--- src/rtl/imem_dmem_port_arbiter_pkg.sv ---
// Shared constants for the unified instruction/data memory port arbiter.
// FSM state and owner encodings, plus the global ON/OFF/ZERO values.
package imem_dmem_port_arbiter_pkg;

  localparam logic        ON   = 1'b1;
  localparam logic        OFF  = 1'b0;
  localparam logic [31:0] ZERO = 32'd0;

  localparam logic [1:0] ST_IDLE  = 2'd0;
  localparam logic [1:0] ST_ISSUE = 2'd1;
  localparam logic [1:0] ST_WAIT  = 2'd2;
  localparam logic [1:0] ST_DONE  = 2'd3;

  localparam logic [1:0] OWN_NONE = 2'd0;
  localparam logic [1:0] OWN_I    = 2'd1;
  localparam logic [1:0] OWN_D    = 2'd2;

endpackage

--- src/rtl/imem_dmem_port_arbiter_rr_arbiter2.sv ---
// Two-way round-robin arbiter, purely combinational.
// last_d = 1 means the data side won the previous grant.
module imem_dmem_port_arbiter_rr_arbiter2
  import imem_dmem_port_arbiter_pkg::*;
(
  input  logic req_i,
  input  logic req_d,
  input  logic last_d,
  output logic grant_i,
  output logic grant_d,
  output logic last_d_next
);

  always_comb begin
    grant_i     = OFF;
    grant_d     = OFF;
    last_d_next = last_d;
    if (req_i && req_d) begin
      if (last_d) grant_i = ON;
      else        grant_d = ON;
    end else if (req_i) begin
      grant_i = ON;
    end else if (req_d) begin
      grant_d = ON;
    end
    if (grant_d)      last_d_next = ON;
    else if (grant_i) last_d_next = OFF;
  end

endmodule

--- src/rtl/imem_dmem_port_arbiter.sv ---
// Shares one single-port memory between instruction fetch and data access.
// Each access runs IDLE/DONE -> ISSUE -> (WAIT) -> DONE; DONE re-arbitrates.
module imem_dmem_port_arbiter
  import imem_dmem_port_arbiter_pkg::*;
#(
  parameter int RD_LATENCY = 1,
  parameter bit PRIO_DATA  = 1'b1
) (
  input  logic        iCLK,
  input  logic        iRST,
  input  logic        iIReq,
  input  logic [31:0] iIAddress,
  output logic        oIValid,
  output logic [31:0] oIReadData,
  input  logic        iDReq,
  input  logic        iDWrite,
  input  logic [3:0]  iDByteEnable,
  input  logic [31:0] iDAddress,
  input  logic [31:0] iDWriteData,
  output logic        oDValid,
  output logic [31:0] oDReadData,
  output logic        oMReadEnable,
  output logic        oMWriteEnable,
  output logic [3:0]  oMByteEnable,
  output logic [31:0] oMAddress,
  output logic [31:0] oMWriteData,
  input  logic [31:0] iMReadData,
  output logic        oStall,
  output logic [1:0]  oBusyOwner
);

  localparam logic [2:0] CNT_RELOAD = 3'(RD_LATENCY - 1);

  logic [1:0]  state_q, state_d;
  logic [1:0]  owner_q, owner_d;
  logic [31:0] addr_q, addr_d;
  logic        write_q, write_d;
  logic [3:0]  be_q, be_d;
  logic [31:0] wdata_q, wdata_d;
  logic [2:0]  cnt_q, cnt_d;
  logic        last_d_q, last_d_d;
  logic [31:0] i_rdata_q, i_rdata_d;
  logic [31:0] d_rdata_q, d_rdata_d;

  logic arb_en, in_done, in_issue;
  logic req_i, req_d, grant_i, grant_d, last_d_next;
  logic i_valid, d_valid;

  assign arb_en   = (state_q == ST_IDLE) || (state_q == ST_DONE);
  assign in_done  = (state_q == ST_DONE);
  assign in_issue = (state_q == ST_ISSUE);

  // The owner completing in DONE still holds its request this cycle; it must not win again.
  assign req_i = arb_en & iIReq & ~(in_done & (owner_q == OWN_I));
  assign req_d = arb_en & iDReq & ~(in_done & (owner_q == OWN_D));

  imem_dmem_port_arbiter_rr_arbiter2 u_rr_arbiter2 (
    .req_i       (req_i),
    .req_d       (req_d),
    .last_d      (last_d_q),
    .grant_i     (grant_i),
    .grant_d     (grant_d),
    .last_d_next (last_d_next)
  );

  always_comb begin
    state_d   = state_q;
    owner_d   = owner_q;
    addr_d    = addr_q;
    write_d   = write_q;
    be_d      = be_q;
    wdata_d   = wdata_q;
    cnt_d     = cnt_q;
    last_d_d  = last_d_q;
    i_rdata_d = i_rdata_q;
    d_rdata_d = d_rdata_q;
    case (state_q)
      ST_IDLE, ST_DONE: begin
        state_d = ST_IDLE;
        if (grant_i || grant_d) begin
          state_d  = ST_ISSUE;
          last_d_d = last_d_next;
          if (grant_d) begin
            owner_d = OWN_D;
            addr_d  = iDAddress;
            write_d = iDWrite;
            be_d    = iDByteEnable;
            wdata_d = iDWriteData;
          end else begin
            owner_d = OWN_I;
            addr_d  = iIAddress;
            write_d = OFF;
            be_d    = 4'hF;
            wdata_d = ZERO;
          end
        end
      end
      ST_ISSUE: begin
        if (write_q) begin
          state_d = ST_DONE;
        end else begin
          state_d = ST_WAIT;
          cnt_d   = CNT_RELOAD;
        end
      end
      ST_WAIT: begin
        if (cnt_q == 3'd0) begin
          state_d = ST_DONE;
          if (owner_q == OWN_D) d_rdata_d = iMReadData;
          else                  i_rdata_d = iMReadData;
        end else begin
          cnt_d = cnt_q - 3'd1;
        end
      end
      default: state_d = ST_IDLE;
    endcase
  end

  always_ff @(posedge iCLK or posedge iRST) begin
    if (iRST) begin
      state_q   <= ST_IDLE;
      owner_q   <= OWN_NONE;
      addr_q    <= ZERO;
      write_q   <= OFF;
      be_q      <= 4'h0;
      wdata_q   <= ZERO;
      cnt_q     <= 3'd0;
      last_d_q  <= ~PRIO_DATA;
      i_rdata_q <= ZERO;
      d_rdata_q <= ZERO;
    end else begin
      state_q   <= state_d;
      owner_q   <= owner_d;
      addr_q    <= addr_d;
      write_q   <= write_d;
      be_q      <= be_d;
      wdata_q   <= wdata_d;
      cnt_q     <= cnt_d;
      last_d_q  <= last_d_d;
      i_rdata_q <= i_rdata_d;
      d_rdata_q <= d_rdata_d;
    end
  end

  assign i_valid = in_done && (owner_q == OWN_I);
  assign d_valid = in_done && (owner_q == OWN_D);

  assign oIValid       = i_valid;
  assign oDValid       = d_valid;
  assign oIReadData    = i_rdata_q;
  assign oDReadData    = d_rdata_q;
  assign oMReadEnable  = in_issue & ~write_q;
  assign oMWriteEnable = in_issue & write_q;
  assign oMByteEnable  = in_issue ? (write_q ? be_q : 4'hF) : 4'h0;
  assign oMAddress     = addr_q;
  assign oMWriteData   = wdata_q;
  // Gated by reset so every output reads 0 while iRST is held.
  assign oStall        = ~iRST & ((iIReq & ~i_valid) | (iDReq & ~d_valid));
  assign oBusyOwner    = (state_q == ST_IDLE) ? OWN_NONE : owner_q;

endmodule

--- config.mk ---
export PLATFORM = sky130hd
export DESIGN_NAME = imem_dmem_port_arbiter
export DESIGN_NICKNAME = d
export VERILOG_FILES = /design/src/rtl/imem_dmem_port_arbiter_pkg.sv /design/src/rtl/imem_dmem_port_arbiter_rr_arbiter2.sv /design/src/rtl/imem_dmem_port_arbiter.sv
export SDC_FILE = /design/constraint.sdc
export NUM_CORES = 1
export LEC_CHECK = 0
export ABC_AREA = 0
export CORE_MARGIN = 4
export CORE_UTILIZATION = 45
export DETAILED_ROUTE_END_ITERATION = 16
export GPL_TIMING_DRIVEN = 0
export PLACE_DENSITY = 0.93
export SETUP_SLACK_MARGIN = 0.05
export SLEW_MARGIN = 20
export SYNTH_ARGS = -nofsm -noshare
export SYNTH_HDL_FRONTEND = slang
export SYNTH_HIERARCHICAL = 1
export SYNTH_SLANG_ARGS = --single-unit
--- constraint.sdc ---
create_clock -name iCLK -period 7.02 [get_ports iCLK]
set_input_delay 1.404 -clock iCLK [delete_from_list [all_inputs] [get_ports iCLK]]
set_output_delay 1.404 -clock iCLK [all_outputs]
set_load 0.01 [all_outputs]
# Yosys cells after proc, flatten, opt, wreduce, memory -nomap -nowiden
# Index checks and enable logic that the tools add are counted.
# op_classes
add_sub_neg	1
n_eq_ne	8
mux	24
bitwise_logic	19
n_reduce_logical	15
# op_table
op	count
32-bit two-way mux	2
1-bit two-way mux	12
4-bit two-way mux	3
3-bit AND reduction	4
1-bit AND	11
1-bit NOT	7
2-bit equality test, second input constant	3
2-bit two-way mux	3
3-bit two-way mux	2
2-bit != test, second input constant	3
2-bit one-hot mux with 3 select lines	1
3-bit one-hot mux with 2 select lines	1
2-bit by 1-bit equality test with 1-bit output, second input constant	2
2-bit nonzero test	2
1-bit logical AND	3
3-bit logical NOT	1
3-bit by 1-bit subtractor with 3-bit output, second input constant	1
2-bit logical NOT	1
1-bit logical OR	2
2-bit AND reduction	1
2-bit OR reduction	1
1-bit OR	1
# totals
reg_bits	141
input_bits	137
output_inout_bits	139

# Depth between registers and ports, before layout
# Gate-level depths: netlist of run 1.
# depth
ltp_word	10
ltp_mapped	11
depth_no_buf	8

# Cells and area by module
# Netlist of run 1, hierarchy kept.
# by_module_without_submodules
module	instances	cells_per_inst	area_each_um2	seq_area_each_um2
imem_dmem_port_arbiter	1	504	6064.6	3528.4
imem_dmem_port_arbiter_rr_arbiter2	1	5	28.8	0.0

# Worst setup path before layout of run 1
# No wires, ideal clock.
# synth_timing
kind	in2out
start	in iDReq
end	out oStall
arrival_ns	1.840
path_slack_ns	3.776
stages	2
path_cell_list	a21bo_2 -> a21oi_1
# synth_via
elab_chain_cells	3
# synth_rtl
item	line_no	text
from (decl)	imem_dmem_port_arbiter.sv:15	input logic iDReq,
1-bit AND	imem_dmem_port_arbiter.sv:158	assign oStall = ~iRST & ((iIReq & ~i_valid) | (iDReq & ~d_valid));
1-bit OR	imem_dmem_port_arbiter.sv:158	
1-bit AND	imem_dmem_port_arbiter.sv:158	
to (decl)	imem_dmem_port_arbiter.sv:28	output logic oStall,
# No other way between the ends.

# Worst setup path after layout of run 1
# Same ends and word-level chain as after synthesis.

==> impl_metrics.ini, run 1 <==
[outcome]
status = complete, no violations

[setup_path]
critPathKind = in -> out
start_kind = primary input
critPathMaxStageDelay_ns = 0.59
required_ns = 5.62
cp_num_buf_inv = 2
timing.critical_path.mode_cell = clkdlybuf4s50_1
crit_chain = clkdlybuf4s50_1 > a21bo_2 > a21oi_1 > clkdlybuf4s50_1
critPathMaxFanout = 2
endpoint_kind = output port
arrival_ns = 2.80
cp_slowest_cell = clkdlybuf4s50_1
critical-path-top-delay-family = buffers and inverters

[place]
numPortBuffers = 275
dp_hpwl_um = 13620
place.gp.congestion = 0.8165
place_inst = 961

[logic_synthesis]
synth_compound_area_share_pct = 8.419
syn-num-nets = 652
synth_xor_area_share_pct = 0
synthTopCellsByArea = dfrtp_1 58%, mux2_4 7.4%, nand2_1 6.3%, mux2_2 6.1%, mux2i_1 5.4%
synth_seq_area_share_pct = 57.91
synth_top_family_by_area = multiplexers
synth_cell_types = 35
synth-main-ff-cell = dfrtp_1
synth-edff-count = 0
avgSynthCellArea_um2 = 11.97
synthArstFlopShare_pct = 100.0
muxShareOfSynthArea_pct = 19.28
ys_ff_latch = 141
yosys.area.top_type_share_pct = 57.91
synth-simple-area-share_pct = 8.891
yosys_warnings = 6
synthesis.area_um2 = 6093
synthAdderAreaFrac_pct = 1.232
synth_cells = 509
synth.largest_area_cell = dfrtp_1

[grt]
antenna_found_initial = 0
grtUsageTotal_pct = 22.46
met1_usage_pct = 25.32
grt_max_degree = 101
gr-total-overflow = 0
use_met2_pct = 40.17
grt_use_met3_pct = 6.604
grt_pass1_wl_um = 27320
top_usage_layer = met2
grt_pass1_vias = 5085

[clocking]
cts_tree = yes
cts_post_setup_buffers_inserted = 0
clockBufferDepth = 2
ctsResizeCount = 0
htree_levels = 4
cts_sinks = 141
numCtsBuffers = 17
clockRootBuffer = clkbuf_16
path_clk_slew_ns = 0.06
clk_latency_ns = 0.41
ctsHoldBuffers = 0

[routing]
drtIter0Drc = 210
routed_via_density = 4.984
drc = 0
vias = 4949
antenna_left = 0
drtPass1Iterations = 4
routed_wl_um = 17550
wl_per_cell_um = 17.68

[sta]
max_freq_ghz = 0.2379
holdWs_ns = 0.4774
worst_slew_pin_slew_ns = 0.4776
fin_worst_skew_ns = 0.008707
slew_viol_final = 0
rsz0062_at_grt = false
finalSetupTns_ns = 0
slew_headroom_pct = 68.16
setup_violations = 0
period_minus_slack_ns = 4.204
fin_crit_sh_pct = 59.88
finalHoldViolCount = 0

[hold_path]
hold_path_class = reg -> reg

[die]
initial_core_util_pct = 46.01
dieArea_um2 = 15470
ios = 276
die_w_um = 124.4
die_h_um = 124.4
core_area_um2 = 13240
core.rowCount = 42

[layout]
area_growth_syn_to_layout_pct = 59.59
fin_util_pct = 73.43
final.fill_count = 907
drive_gt1_share_pct = 15.18
nets = 947
fin_cells = 993
insertedDiodeCount = 0

[pwr]
powerDensity_nw_per_um2 = 485.8
p_leak_nw = 4.199
ir_worst_vdd_mv = 0.2348

[flow_run]
drv_cap = 0
-- metrics by stage --
| step | total power [W] | setup WS (ns) | cell area [um^2] |
|---|---|---|---|
| 2_1_floorplan | 0.002642 | 1.835 | 6093 |
| 3_3_place_gp | 0.003717 | -0.05787 | 9066 |
| 3_5_place_dp | 0.003814 | 2.835 | 9101 |
| 4_1_cts | 0.004770 | 2.814 | 9724 |
| 5_1_grt | 0.004990 | 2.788 | 9724 |
| 6_report | 0.004724 | 2.816 | 9724 |
-- logic make-up (layout without fill, tap and decap cells) --
logic type | count (synthesis) | count (layout)
simple gates | 126 | 126
fa+ha+maj | 6 | 6
buf+inv | 46 | 354
mux | 98 | 98
compound gates | 92 | 92
flops | 141 | 141
-- worst paths after layout --
check / start / to / slack [ns] / depth (start not counted)
worst max-delay path: iDReq / oStall / 2.82 / 4
worst min-delay path: oMAddress[23]$_DFFE_PP0P_ / oMAddress[23]$_DFFE_PP0P_ / 0.48 / 2
worst max register to register: state_q[0]$_DFFE_PP0P_ / oMWriteData[4]$_DFFE_PP0P_ / 4.38 / 9
worst min register to register: oMAddress[23]$_DFFE_PP0P_ / oMAddress[23]$_DFFE_PP0P_ / 0.48 / 2
max in group asynchronous: iRST / oDReadData[4]$_DFFE_PP0P_ / 4.85 / 3
min in group asynchronous: iRST / last_d_q$_DFFE_PP0P_ / 1.42 / 2
-- area by class of cell --
cell class	instances	area [um^2]	share of cell area (%)
flip-flops and latches	141	3528	36.28
clock inverters	14	193.9	1.994
multi-input cells	322	2305	23.70
inverters	14	60.06	0.6176
clock buffers	18	429.2	4.413
plain buffers	32	207.7	2.136
well taps	176	220.2	2.265
repair buffers	276	2780	28.59
-- Yosys cell counts, types with 6 or more instances --
master and count:
a21oi_1 8, buf_2 7, buf_4 9, buf_6 6, clkbuf_1 10, dfrtp_1 141, ha_1 6, inv_1 14
mux2_2 33, mux2_4 30, mux2i_1 33, nand2_1 103, o21ai_0 65
-- worst reg2reg max path, delay by kind of cell (launching register included) --
| family | cells | cell delay [ns] |
|---|---|---|
| buffers and inverters | 4 | 1.05 |
| AO/OA/AOI/OAI | 3 | 0.61 |
| AND/OR/NAND/NOR | 1 | 0.13 |
| flip-flops | 1 | 0.38 |
| adder cells (fa/ha/maj) | 1 | 0.34 |
-- layer usage --
metal | vias to the layer above | share of wire (%)
li1 | 2319 | -
met1 | 2384 | 40
met2 | 219 | 51
met3 | 27 | 6.5
met4 | 0 | 2.2
met5 | - | 0
-- state kept, by name, summed over array words and instances (netlist names), 2 cells and up --
register and cells:
state_q 2, oMAddress 32, oDReadData 32, oMWriteData 32
owner_q 2, cnt_q 3, oIReadData 32, be_q 4
-- cells in the final DEF, fill, tap and decap left out, types with 6 or more instances in the layout --
master / n
a21oi_1: 8
buf_2: 7
buf_4: 9
buf_6: 6
clkbuf_1: 11
clkbuf_16: 17
clkdlybuf4s50_1: 275
dfrtp_1: 141
ha_1: 6
inv_1: 13
mux2_2: 33
mux2_4: 30
mux2i_1: 33
nand2_1: 103
o21ai_0: 65
-- report_power, final --
| part | switching [W] | total [W] | internal [W] |
|---|---|---|---|
| registers | 0.000220 | 0.00142 | 0.00120 |
| clock network | 0.000342 | 0.000937 | 0.000595 |
| logic | 0.00108 | 0.00237 | 0.00128 |
No activity file was read; power rests on OpenSTA's default activity.
==> run 2: changes to the inputs <==
--- a/config.mk
+++ b/config.mk
@@ -7,10 +7,10 @@
 export LEC_CHECK = 0
 export ABC_AREA = 0
 export CORE_MARGIN = 4
-export CORE_UTILIZATION = 45
+export CORE_UTILIZATION = 38
 export DETAILED_ROUTE_END_ITERATION = 16
 export GPL_TIMING_DRIVEN = 0
-export PLACE_DENSITY = 0.93
+export PLACE_DENSITY = 0.84
 export SETUP_SLACK_MARGIN = 0.05
 export SLEW_MARGIN = 20
 export SYNTH_ARGS = -nofsm -noshare
==> constraint.sdc (replaced) <==
create_clock -name iCLK -period 3.7 [get_ports iCLK]
set_input_delay 0.74 -clock iCLK [delete_from_list [all_inputs] [get_ports iCLK]]
set_output_delay 0.74 -clock iCLK [all_outputs]
set_load 0.01 [all_outputs]
==> impl_metrics.ini, run 2 (synthesis results as in run 1) <==
[setup_path]
critPathKind = in -> out
critPathMaxStageDelay_ns = 0.61
endpoint_kind = output port
arrival_ns = 2.20
cp_num_buf_inv = 2
crit_chain = clkdlybuf4s50_1 > a21bo_2 > a21oi_1 > clkdlybuf4s50_1
required_ns = 2.96
critPathMaxFanout = 2
start_kind = primary input
cp_slowest_cell = clkdlybuf4s50_1
timing.critical_path.mode_cell = clkdlybuf4s50_1
critical-path-top-delay-family = buffers and inverters

[sta]
slew_viol_final = 0
finalHoldViolCount = 0
fin_worst_skew_ns = 0.009407
slew_headroom_pct = 61.06
max_freq_ghz = 0.3400
fin_crit_sh_pct = 79.49
rsz0062_at_grt = false
setup_slack_ns = 0.7589
period_minus_slack_ns = 2.941
setup_violations = 0
worst_slew_pin_slew_ns = 0.5829

[grt]
grt_max_degree = 35
grt_pass1_wl_um = 26830
antenna_found_initial = 0
grtUsageTotal_pct = 19.20
grt_pass1_vias = 4943
gr-total-overflow = 0

[clocking]
cts_tree = yes
htree_levels = 4
ctsResizeCount = 0
cts_sinks = 141
path_clk_slew_ns = 0.06
ctsHoldBuffers = 0
numCtsBuffers = 17
cts_post_setup_buffers_inserted = 0
clockBufferDepth = 2
clk_latency_ns = 0.41
clockRootBuffer = clkbuf_16

[routing]
wl_met3_um = 1577
highest_layer = met4
routed_via_density = 4.664
drtPass1Iterations = 6
wl_per_cell_um = 16.70
routed_wl_um = 17300
drtIter0Drc = 157
vias = 4832
wl_met1_um = 6937
antenna_left = 0
drc = 0
route.met2.wl_um = 8462

[hold_path]
hold_path_class = reg -> reg

[pwr]
p_int_w = 0.005698
seqPwrFrac_pct = 30.2
power.total_w = 0.008814
ir_worst_vdd_mv = 0.4120
powerDensity_nw_per_um2 = 901.4
power.switching_w = 0.003116
p_leak_nw = 4.209
swShare_pct = 35.36
p_clk_share_pct = 18.7
p_comb_share_pct = 51.0

[place]
dp_worst_setup_slack_ns = 0.7658
placed_cell_area_um2 = 9200
dp_hpwl_um = 13460
numPortBuffers = 275
place.gp.congestion = 0.7643

[die]
core_area_um2 = 15770
die_h_um = 134.6
initial_core_util_pct = 38.64
die_w_um = 134.6
dieArea_um2 = 18130
core.rowCount = 46
ios = 276

[flow_run]
drv_cap = 0

[layout]
drive_gt1_share_pct = 15.61
fin_util_pct = 62.00
area_growth_syn_to_layout_pct = 60.47
final_cell_mix = 275 x clkdlybuf4s50_1, 141 x dfrtp_1, 103 x nand2_1, 65 x o21ai_0
insertedDiodeCount = 0
postLayoutCellArea_um2 = 9778
nets = 950
layout_commonest_cell = clkdlybuf4s50_1
final.fill_count = 1321
regArea_um2 = 3528
multiInputGateArea_um2 = 2305

[outcome]
status = complete, no violations
## run 2: cell type report
cell class / instances / share of cell area (%)
clock inverter: 12 / 1.139
sequential: 141 / 36.08
inverter: 14 / 0.5758
buffer: 32 / 2.124
tap: 216 / 2.764
clock buffer: 20 / 4.773
timing repair buffer: 279 / 28.97
multi-input combinational: 322 / 23.57
## run 2: path summary, 6_finish.rpt
path	endpoint	slack [ns]	start	cells past startpoint
max in group asynchronous	oMWriteData[10]$_DFFE_PP0P_	2.10	iRST	4
max reg2reg	oMWriteData[2]$_DFFE_PP0P_	0.99	state_q[0]$_DFFE_PP0P_	9
min reg2reg	oMAddress[26]$_DFFE_PP0P_	0.48	oMAddress[26]$_DFFE_PP0P_	2
max	oStall	0.76	iDReq	4
min	oMAddress[26]$_DFFE_PP0P_	0.48	oMAddress[26]$_DFFE_PP0P_	2
min in group asynchronous	oMAddress[21]$_DFFE_PP0P_	0.82	iRST	2
## run 2: metrics by stage
step | setup TNS (ns) | std cells | hold slack [ns]
4_1_cts | 0 | 1036 | 0.4825
3_5_place_dp | 0 | 1004 | 0.4692
2_1_floorplan | 0 | 509 | 0.4779
6_report | 0 | 1036 | 0.4763
3_3_place_gp | -17.69 | 1000 | 0.4596
5_1_grt | 0 | 1036 | 0.5047
## run 2: layer usage
layer	global-route usage, %	vias to the layer above
met5	0	-
met2	32.57	231
met4	7.240	0
met3	7.526	23
li1	-	2320
met1	21.94	2258
## run 2: worst min-delay path, cell delays in order (launching register included)
cell and delay (ns):
dfrtp_1 0.34, nand2_1 0.04, o21ai_0 0.06
## run 2: power by group through the flow
stage | clock network, W | logic [W] | registers (W)
2_1_floorplan | 0 | 0.00205 | 0.00296
3_3_place_gp | 0 | 0.00446 | 0.00266
3_5_place_dp | 0 | 0.00455 | 0.00269
4_1_cts | 0.00169 | 0.00457 | 0.00267
5_1_grt | 0.00175 | 0.00488 | 0.00277
6_report | 0.00165 | 0.00450 | 0.00267
